File: src/rtl/serial_shift_link_pkg.sv
// Shared types and constants for the VIA-style serial shift link.
package serial_shift_link_pkg;

  typedef enum logic [1:0] {
    IDLE    = 2'd0,
    TX      = 2'd1,
    WAIT_RX = 2'd2,
    RX      = 2'd3
  } linkState_e;

  localparam logic MODE_KBD = 1'b0;
  localparam logic MODE_ADB = 1'b1;
  localparam int   HP_PLUS  = 1300;
  localparam int   HP_ADB   = 80;

endpackage

File: src/rtl/serial_shift_link_rx_fifo.sv
// Device-to-host byte queue; a simultaneous push and pop is accepted even when full.
module link_rx_fifo import serial_shift_link_pkg::*; #(
  parameter int DATA_BITS  = 8,
  parameter int FIFO_DEPTH = 4
) (
  input  logic                          clk32,
  input  logic                          reset,
  input  logic                          push,
  input  logic [DATA_BITS-1:0]          pushData,
  input  logic                          pop,
  output logic [DATA_BITS-1:0]          head,
  output logic                          empty,
  output logic [$clog2(FIFO_DEPTH):0]   count,
  output logic                          overflow
);

  localparam int CNT_W = $clog2(FIFO_DEPTH) + 1;
  localparam int PTR_W = (FIFO_DEPTH > 1) ? $clog2(FIFO_DEPTH) : 1;

  logic [DATA_BITS-1:0] mem [FIFO_DEPTH];
  logic [PTR_W-1:0]     rdPtr;
  logic [PTR_W-1:0]     wrPtr;
  logic                 full;
  logic                 doPush;
  logic                 doPop;

  function automatic logic [PTR_W-1:0] nextPtr(input logic [PTR_W-1:0] p);
    return (p == PTR_W'(FIFO_DEPTH - 1)) ? '0 : p + 1'b1;
  endfunction

  assign empty  = (count == '0);
  assign full   = (count == CNT_W'(FIFO_DEPTH));
  assign doPop  = pop & ~empty;
  assign doPush = push & (~full | doPop);
  assign head   = mem[rdPtr];

  always_ff @(posedge clk32) begin
    if (doPush) mem[wrPtr] <= pushData;
  end

  always_ff @(posedge clk32 or posedge reset) begin
    if (reset) begin
      rdPtr    <= '0;
      wrPtr    <= '0;
      count    <= '0;
      overflow <= 1'b0;
    end else begin
      if (doPush) wrPtr <= nextPtr(wrPtr);
      if (doPop)  rdPtr <= nextPtr(rdPtr);
      if (doPush && !doPop)      count <= count + 1'b1;
      else if (doPop && !doPush) count <= count - 1'b1;
      if (push && !doPush) overflow <= 1'b1;
    end
  end

endmodule

File: src/rtl/serial_shift_link.sv
// Keyboard/ADB serial shift link: clocks host frames in on CB1/CB2 and queued device bytes out.
module serial_shift_link import serial_shift_link_pkg::*; #(
  parameter int DATA_BITS  = 8,
  parameter int DIV_W      = 12,
  parameter int FIFO_DEPTH = 4,
  parameter int TMO_W      = 16
) (
  input  logic                        clk32,
  input  logic                        reset,
  input  logic                        clk_en,
  input  logic                        mode,
  input  logic [DIV_W-1:0]            half_period,
  input  logic [TMO_W-1:0]            tmo_limit,
  input  logic                        host_dat,
  input  logic                        start,
  output logic                        shift_clk,
  output logic                        shift_dat,
  output logic                        busy,
  output logic [DATA_BITS-1:0]        tx_data,
  output logic                        tx_strobe,
  input  logic [DATA_BITS-1:0]        rx_data,
  input  logic                        rx_strobe,
  output logic [$clog2(FIFO_DEPTH):0] fifo_count,
  output logic                        overflow,
  output logic                        timeout
);

  localparam int CNT_W = (DATA_BITS > 1) ? $clog2(DATA_BITS) : 1;
  localparam logic [CNT_W-1:0] LAST_BIT = CNT_W'(DATA_BITS - 1);

  linkState_e           state, stateNext;
  logic [DIV_W-1:0]     divider, dividerNext;
  logic [CNT_W-1:0]     bitCnt, bitCntNext;
  logic [DATA_BITS-1:0] shiftReg, shiftRegNext, txDataNext;
  logic [TMO_W-1:0]     tmoCnt, tmoCntNext;
  logic                 shiftClkNext, shiftDatNext, txStrobeNext, timeoutNext;
  logic                 frameMode, frameModeNext, startPrev;
  logic                 fifoEmpty, popReq, toggle;
  logic [DATA_BITS-1:0] fifoHead;

  link_rx_fifo #(.DATA_BITS(DATA_BITS), .FIFO_DEPTH(FIFO_DEPTH)) rxFifo (
    .clk32    (clk32),
    .reset    (reset),
    .push     (clk_en & rx_strobe),
    .pushData (rx_data),
    .pop      (clk_en & popReq),
    .head     (fifoHead),
    .empty    (fifoEmpty),
    .count    (fifo_count),
    .overflow (overflow)
  );

  assign busy   = (state != IDLE);
  assign toggle = (divider == half_period);

  always_ff @(posedge clk32 or posedge reset) begin
    if (reset) begin
      state     <= IDLE;
      divider   <= '0;
      bitCnt    <= '0;
      shiftReg  <= '0;
      tmoCnt    <= '0;
      shift_clk <= 1'b1;
      shift_dat <= 1'b1;
      tx_data   <= '0;
      tx_strobe <= 1'b0;
      timeout   <= 1'b0;
      frameMode <= MODE_KBD;
      startPrev <= 1'b0;
    end else if (clk_en) begin
      state     <= stateNext;
      divider   <= dividerNext;
      bitCnt    <= bitCntNext;
      shiftReg  <= shiftRegNext;
      tmoCnt    <= tmoCntNext;
      shift_clk <= shiftClkNext;
      shift_dat <= shiftDatNext;
      tx_data   <= txDataNext;
      tx_strobe <= txStrobeNext;
      timeout   <= timeoutNext;
      frameMode <= frameModeNext;
      startPrev <= start;
    end
  end

  // The mode seen on the tick that leaves IDLE governs the whole frame.
  always_comb begin
    stateNext     = state;
    dividerNext   = divider;
    bitCntNext    = bitCnt;
    shiftRegNext  = shiftReg;
    tmoCntNext    = tmoCnt;
    shiftClkNext  = shift_clk;
    shiftDatNext  = shift_dat;
    txDataNext    = tx_data;
    txStrobeNext  = 1'b0;
    timeoutNext   = 1'b0;
    frameModeNext = frameMode;
    popReq        = 1'b0;
    unique case (state)
      IDLE: begin
        dividerNext   = '0;
        bitCntNext    = '0;
        tmoCntNext    = '0;
        shiftClkNext  = 1'b1;
        shiftDatNext  = 1'b1;
        frameModeNext = mode;
        if (mode == MODE_KBD) begin
          if (!host_dat) stateNext = TX;
        end else if (start && !startPrev) begin
          stateNext = TX;
        end else if (!fifoEmpty) begin
          stateNext = RX;
        end
      end
      TX, RX: begin
        if (!toggle) begin
          dividerNext = divider + 1'b1;
        end else begin
          dividerNext  = '0;
          shiftClkNext = ~shift_clk;
          if (shift_clk) begin
            if (state == TX) shiftRegNext = {shiftReg[DATA_BITS-2:0], host_dat};
            else             shiftDatNext = fifoHead[LAST_BIT - bitCnt];
          end else if (bitCnt == LAST_BIT) begin
            bitCntNext = '0;
            if (state == TX) begin
              txDataNext   = shiftReg;
              txStrobeNext = 1'b1;
              stateNext    = (frameMode == MODE_KBD) ? WAIT_RX : IDLE;
            end else begin
              popReq       = 1'b1;
              shiftDatNext = 1'b1;
              stateNext    = IDLE;
            end
          end else begin
            bitCntNext = bitCnt + 1'b1;
          end
        end
      end
      // A host reply that arrives on the expiry tick still wins over the timeout.
      WAIT_RX: begin
        if (host_dat && !fifoEmpty) begin
          stateNext  = RX;
          tmoCntNext = '0;
        end else if (tmo_limit != '0) begin
          if (tmoCnt == tmo_limit - 1'b1) begin
            stateNext   = IDLE;
            timeoutNext = 1'b1;
            tmoCntNext  = '0;
          end else begin
            tmoCntNext = tmoCnt + 1'b1;
          end
        end
      end
      default: stateNext = IDLE;
    endcase
  end

endmodule
File: config.mk
export PLATFORM = sky130hd
export DESIGN_NAME = serial_shift_link
export DESIGN_NICKNAME = d
export VERILOG_FILES = /design/src/rtl/serial_shift_link_pkg.sv /design/src/rtl/serial_shift_link_rx_fifo.sv /design/src/rtl/serial_shift_link.sv
export SDC_FILE = /design/constraint.sdc
export NUM_CORES = 1
export LEC_CHECK = 0
export CAP_MARGIN = 20
export CELL_PAD_IN_SITES_DETAIL_PLACEMENT = 0
export CELL_PAD_IN_SITES_GLOBAL_PLACEMENT = 1
export CORE_ASPECT_RATIO = 1.25
export CORE_MARGIN = 2
export CORE_UTILIZATION = 37
export DETAILED_ROUTE_END_ITERATION = 7
export HOLD_SLACK_MARGIN = 0.05
export MAX_ROUTING_LAYER = met4
export PLACE_DENSITY = 0.75
export SYNTH_ARGS = -nofsm -noshare
export SYNTH_HDL_FRONTEND = slang
export SYNTH_SLANG_ARGS = --single-unit
File: constraint.sdc
create_clock -name clk32 -period 3.7 [get_ports clk32]
set_clock_uncertainty 0.1 [all_clocks]
set_input_delay 0.555 -clock clk32 [delete_from_list [all_inputs] [get_ports clk32]]
set_output_delay 0.555 -clock clk32 [all_outputs]
set_load 0.05 [all_outputs]
==> impl_metrics.tcl, run 1 <==
set metrics [dict create \
    result_of_the_run "completed" \
    floorplan.die.height_um 134.6 \
    grt_pass1_vias 3880 \
    grt_use_total_pct 16.66 \
    hold_critical_path_endpoint "tx_data[3]" \
    clock_tree_from_tritoncts "done" \
    final_layout_size_suffix_gt1_share_pct 16.32 \
    clk_transition_reported_paths_ps 70 \
    dpl.hpwl_um 8273 \
    drc 0 \
    synth.cell_area_um2 5046 \
    ctsHoldBuffers 0 \
    layout.cells.most_common "dfrtp_1" \
    min_from "tx_data[3]" \
    syn_avg_cell_area_um2 11.31 \
    end_kind "flip-flop" \
    timing.critical_path.cells "clkdlybuf4s50_1 -> or4_4 -> or3_4 -> or3b_4 -> a2111oi_4 -> o2111ai_4 -> buf_12 -> a31oi_1 -> o22ai_1" \
    grt_first_pass_wirelength_um 18480 \
    areaGrowthSynthToFinish_pct 25.32 \
    worstHoldPathCells 1 \
    async_flop_share_pct 66.32 \
    cts-resized-gates 0 \
    ir_worst_vdd_uv 320.9 \
    syn_inst 446 \
    rsz0062_at_grt "false" \
    clk_path_buf_depth 2 \
    synth_area_leader_cell "dfrtp_1" \
    startpoint_type "primary input" \
    die_w_um 108.5 \
    gp_routability_congestion 0.7949 \
    h-tree-depth 3 \
    max_cap_viol_count 0 \
    worstRegToRegCells 12 \
    io_pins 60 \
    yosysSeqAreaShare_pct 50.33 \
    wl_per_cell_um 15.71 \
    slew_headroom_pct 36.00 \
    ys_types 61 \
    die_area_um2 14590 \
    critical_path.reg2reg.startpoint "divider[7]" \
    setup_viol_count_final 0 \
    grt_start_max_net_pins 49 \
    dominant_cells_by_area_after_synthesis "dfrtp_1 30%, edfxtp_1 19%, xor2_1 5.6%, mux2_2 4.9%, mux4_2 4.5%" \
    numClockSinks 95 \
    antenna_cells_inserted 0 \
    hold-worst-slack_ps 409.9 \
    postSynthNetCount 501 \
    post_cts_buffers 0 \
    cp.required_ps 3820 \
    r2r-end "rxFifo.count[2]" \
    tritoncts.num_buffers 9 \
    layout_common_cells "61 x dfrtp_1, 59 x clkdlybuf4s50_1, 32 x nand2_1, 32 x xor2_1, 32 x edfxtp_1" \
    port_buffers 59 \
    initial_utilization_pct 37.97 \
    power.density_nw_per_um2 508.3 \
    top_ff_cell_synth "dfrtp_1" \
    detailedRoute.firstIterationViolations 206 \
    via_count 3751 \
    hold_violations 0 \
    finish.net_count 583 \
    post_drt_via_cell_ratio 5.328 \
    critical_path_peak_fanout 8 \
    overflow 0 \
    post-route-period-util_pct 88.23 \
    synth.top_cell.area_share_pct 30.25 \
    max_stage_delay_ps 550 \
    path_class "primary input to flip-flop" \
    setup_total_negative_slack_ps 0 \
    ys.warnings.count 0 \
    cts_root_buffer "clkbuf_16" \
    length_of_the_first_detailed_routing_pass_in_iterations 4 \
    fin_crit_ps 3265 \
    max_slew.worst_pin.slew_ps 956.4 \
    worst_path_max_delay_cell "or4_4" \
    core_region_area_um2 13290 \
    worst-r2r-setup-slack_ps 690 \
    power_leakage_nw 2.527 \
    postRouteWirelength_um 11060 \
    slew_violations 0 \
    worst-endpoint-arrival_ps 3390 \
    number_of_enable_flip_flop_cells_after_synthesis 32 \
    min_path_type "flip-flop to flip-flop" \
    ys_seq_elements 95 \
    antenna_found_initial 0 \
    fmax_mhz 306.3 \
    clkLatencyLatePin_ps 350 \
    antenna_violation_net_count_after_detailed_routing 0 \
    rows 47 \
]
## kinds of logic after synthesis
family	Yosys count	synth area share [%]
AND/OR/NAND/NOR	152	16.04
flip-flops	95	50.33
AO/OA/AOI/OAI	72	9.844
XOR/XNOR	45	7.811
multiplexers	36	10.17
buffers and inverters	34	2.678
adder cells (fa/ha/maj)	12	3.124
## stage by stage
step | total power [mW] | std cells | worst slack, ps | util [%] | cell area [µm²]
3_5_place_dp | 2.277 | 687 | 81.96 | 45.05 | 5987
2_1_floorplan | 1.976 | 446 | 435.6 | - | 5046
6_report | 3.214 | 704 | 435.4 | 47.58 | 6324
5_1_grt | 3.413 | 704 | 211.9 | 47.58 | 6324
4_1_cts | 3.252 | 703 | 445.3 | 47.43 | 6304
3_3_place_gp | 2.243 | 687 | 131.6 | 45.05 | 5987
## synthesized netlist by cell type, types with 6 or more instances
cell type  instances
nand3_1           19
edfxtp_1          32
nor3_1             7
ha_1              11
o21ai_0           19
clkbuf_1          11
dfrtp_1           61
xnor2_1           13
a31oi_1            6
and3_1             6
nor4_1             9
mux4_2            10
inv_1             20
mux2_2            22
nand2_1           32
o31ai_1            6
xor2_1            32
or3_1              7
a21oi_1           17
nand4_1           13
nor2_1            29
## worst max-delay path by stage
stage,to,cells past startpoint,startpoint,slack (ps)
after floorplan,rxFifo.count[2],12,half_period[11],440
after global placement,tmoCnt[2],9,tmo_limit[8],130
after detailed placement,tmoCnt[12],10,tmo_limit[0],80
after CTS,tmoCnt[2],9,tmo_limit[8],450
after global routing,tmoCnt[10],10,tmo_limit[0],210
final,tmoCnt[2],9,tmo_limit[8],440
## cell type report
cell class / count / area (µm²)
flip-flops and latches: 95 / 2540
clock buffers: 9 / 225.2
clock inverters: 7 / 91.34
repair buffers: 84 / 803.3
inverters: 21 / 78.83
multi-input cells: 317 / 2371
well taps: 171 / 214.0
fillers: 1269 / 6967
## worst max-delay path: cells and delay by family
family,cells,cell delay [ps]
compound gates,4,880
buf+inv,2,620
simple gates,3,1340
## metal layers
metal	wire length [µm]	part of all wire, %	vias to the layer above	global-route usage, %
met4	235	2.1	0	6.410
met2	5788	52	79	28.92
met1	4589	41	1847	19.02
met5	0	0	-	-
li1	-	-	1809	-
met3	449	4.1	16	2.944
## where the power goes
group          internal (mW)  switching, mW
Combinational          0.354          0.497
Clock                  0.539          0.425
Sequential              1.23          0.175
Total                   2.12           1.10
## registers in the layout, summed over array words and instances (netlist names), 3 cells and up
name	flops
shiftReg	8
tx_data	8
bitCnt	3
tmoCnt	16
rxFifo.count	3
divider	12
rxFifo.mem	32
No activity file was read; power rests on OpenSTA's default activity.
==> run 2: changes to the inputs <==
- HOLD_SLACK_MARGIN: 0.05 -> 0.1
==> results of run 2 <==
Final layout, timing and power as in run 1 (identical DEF).
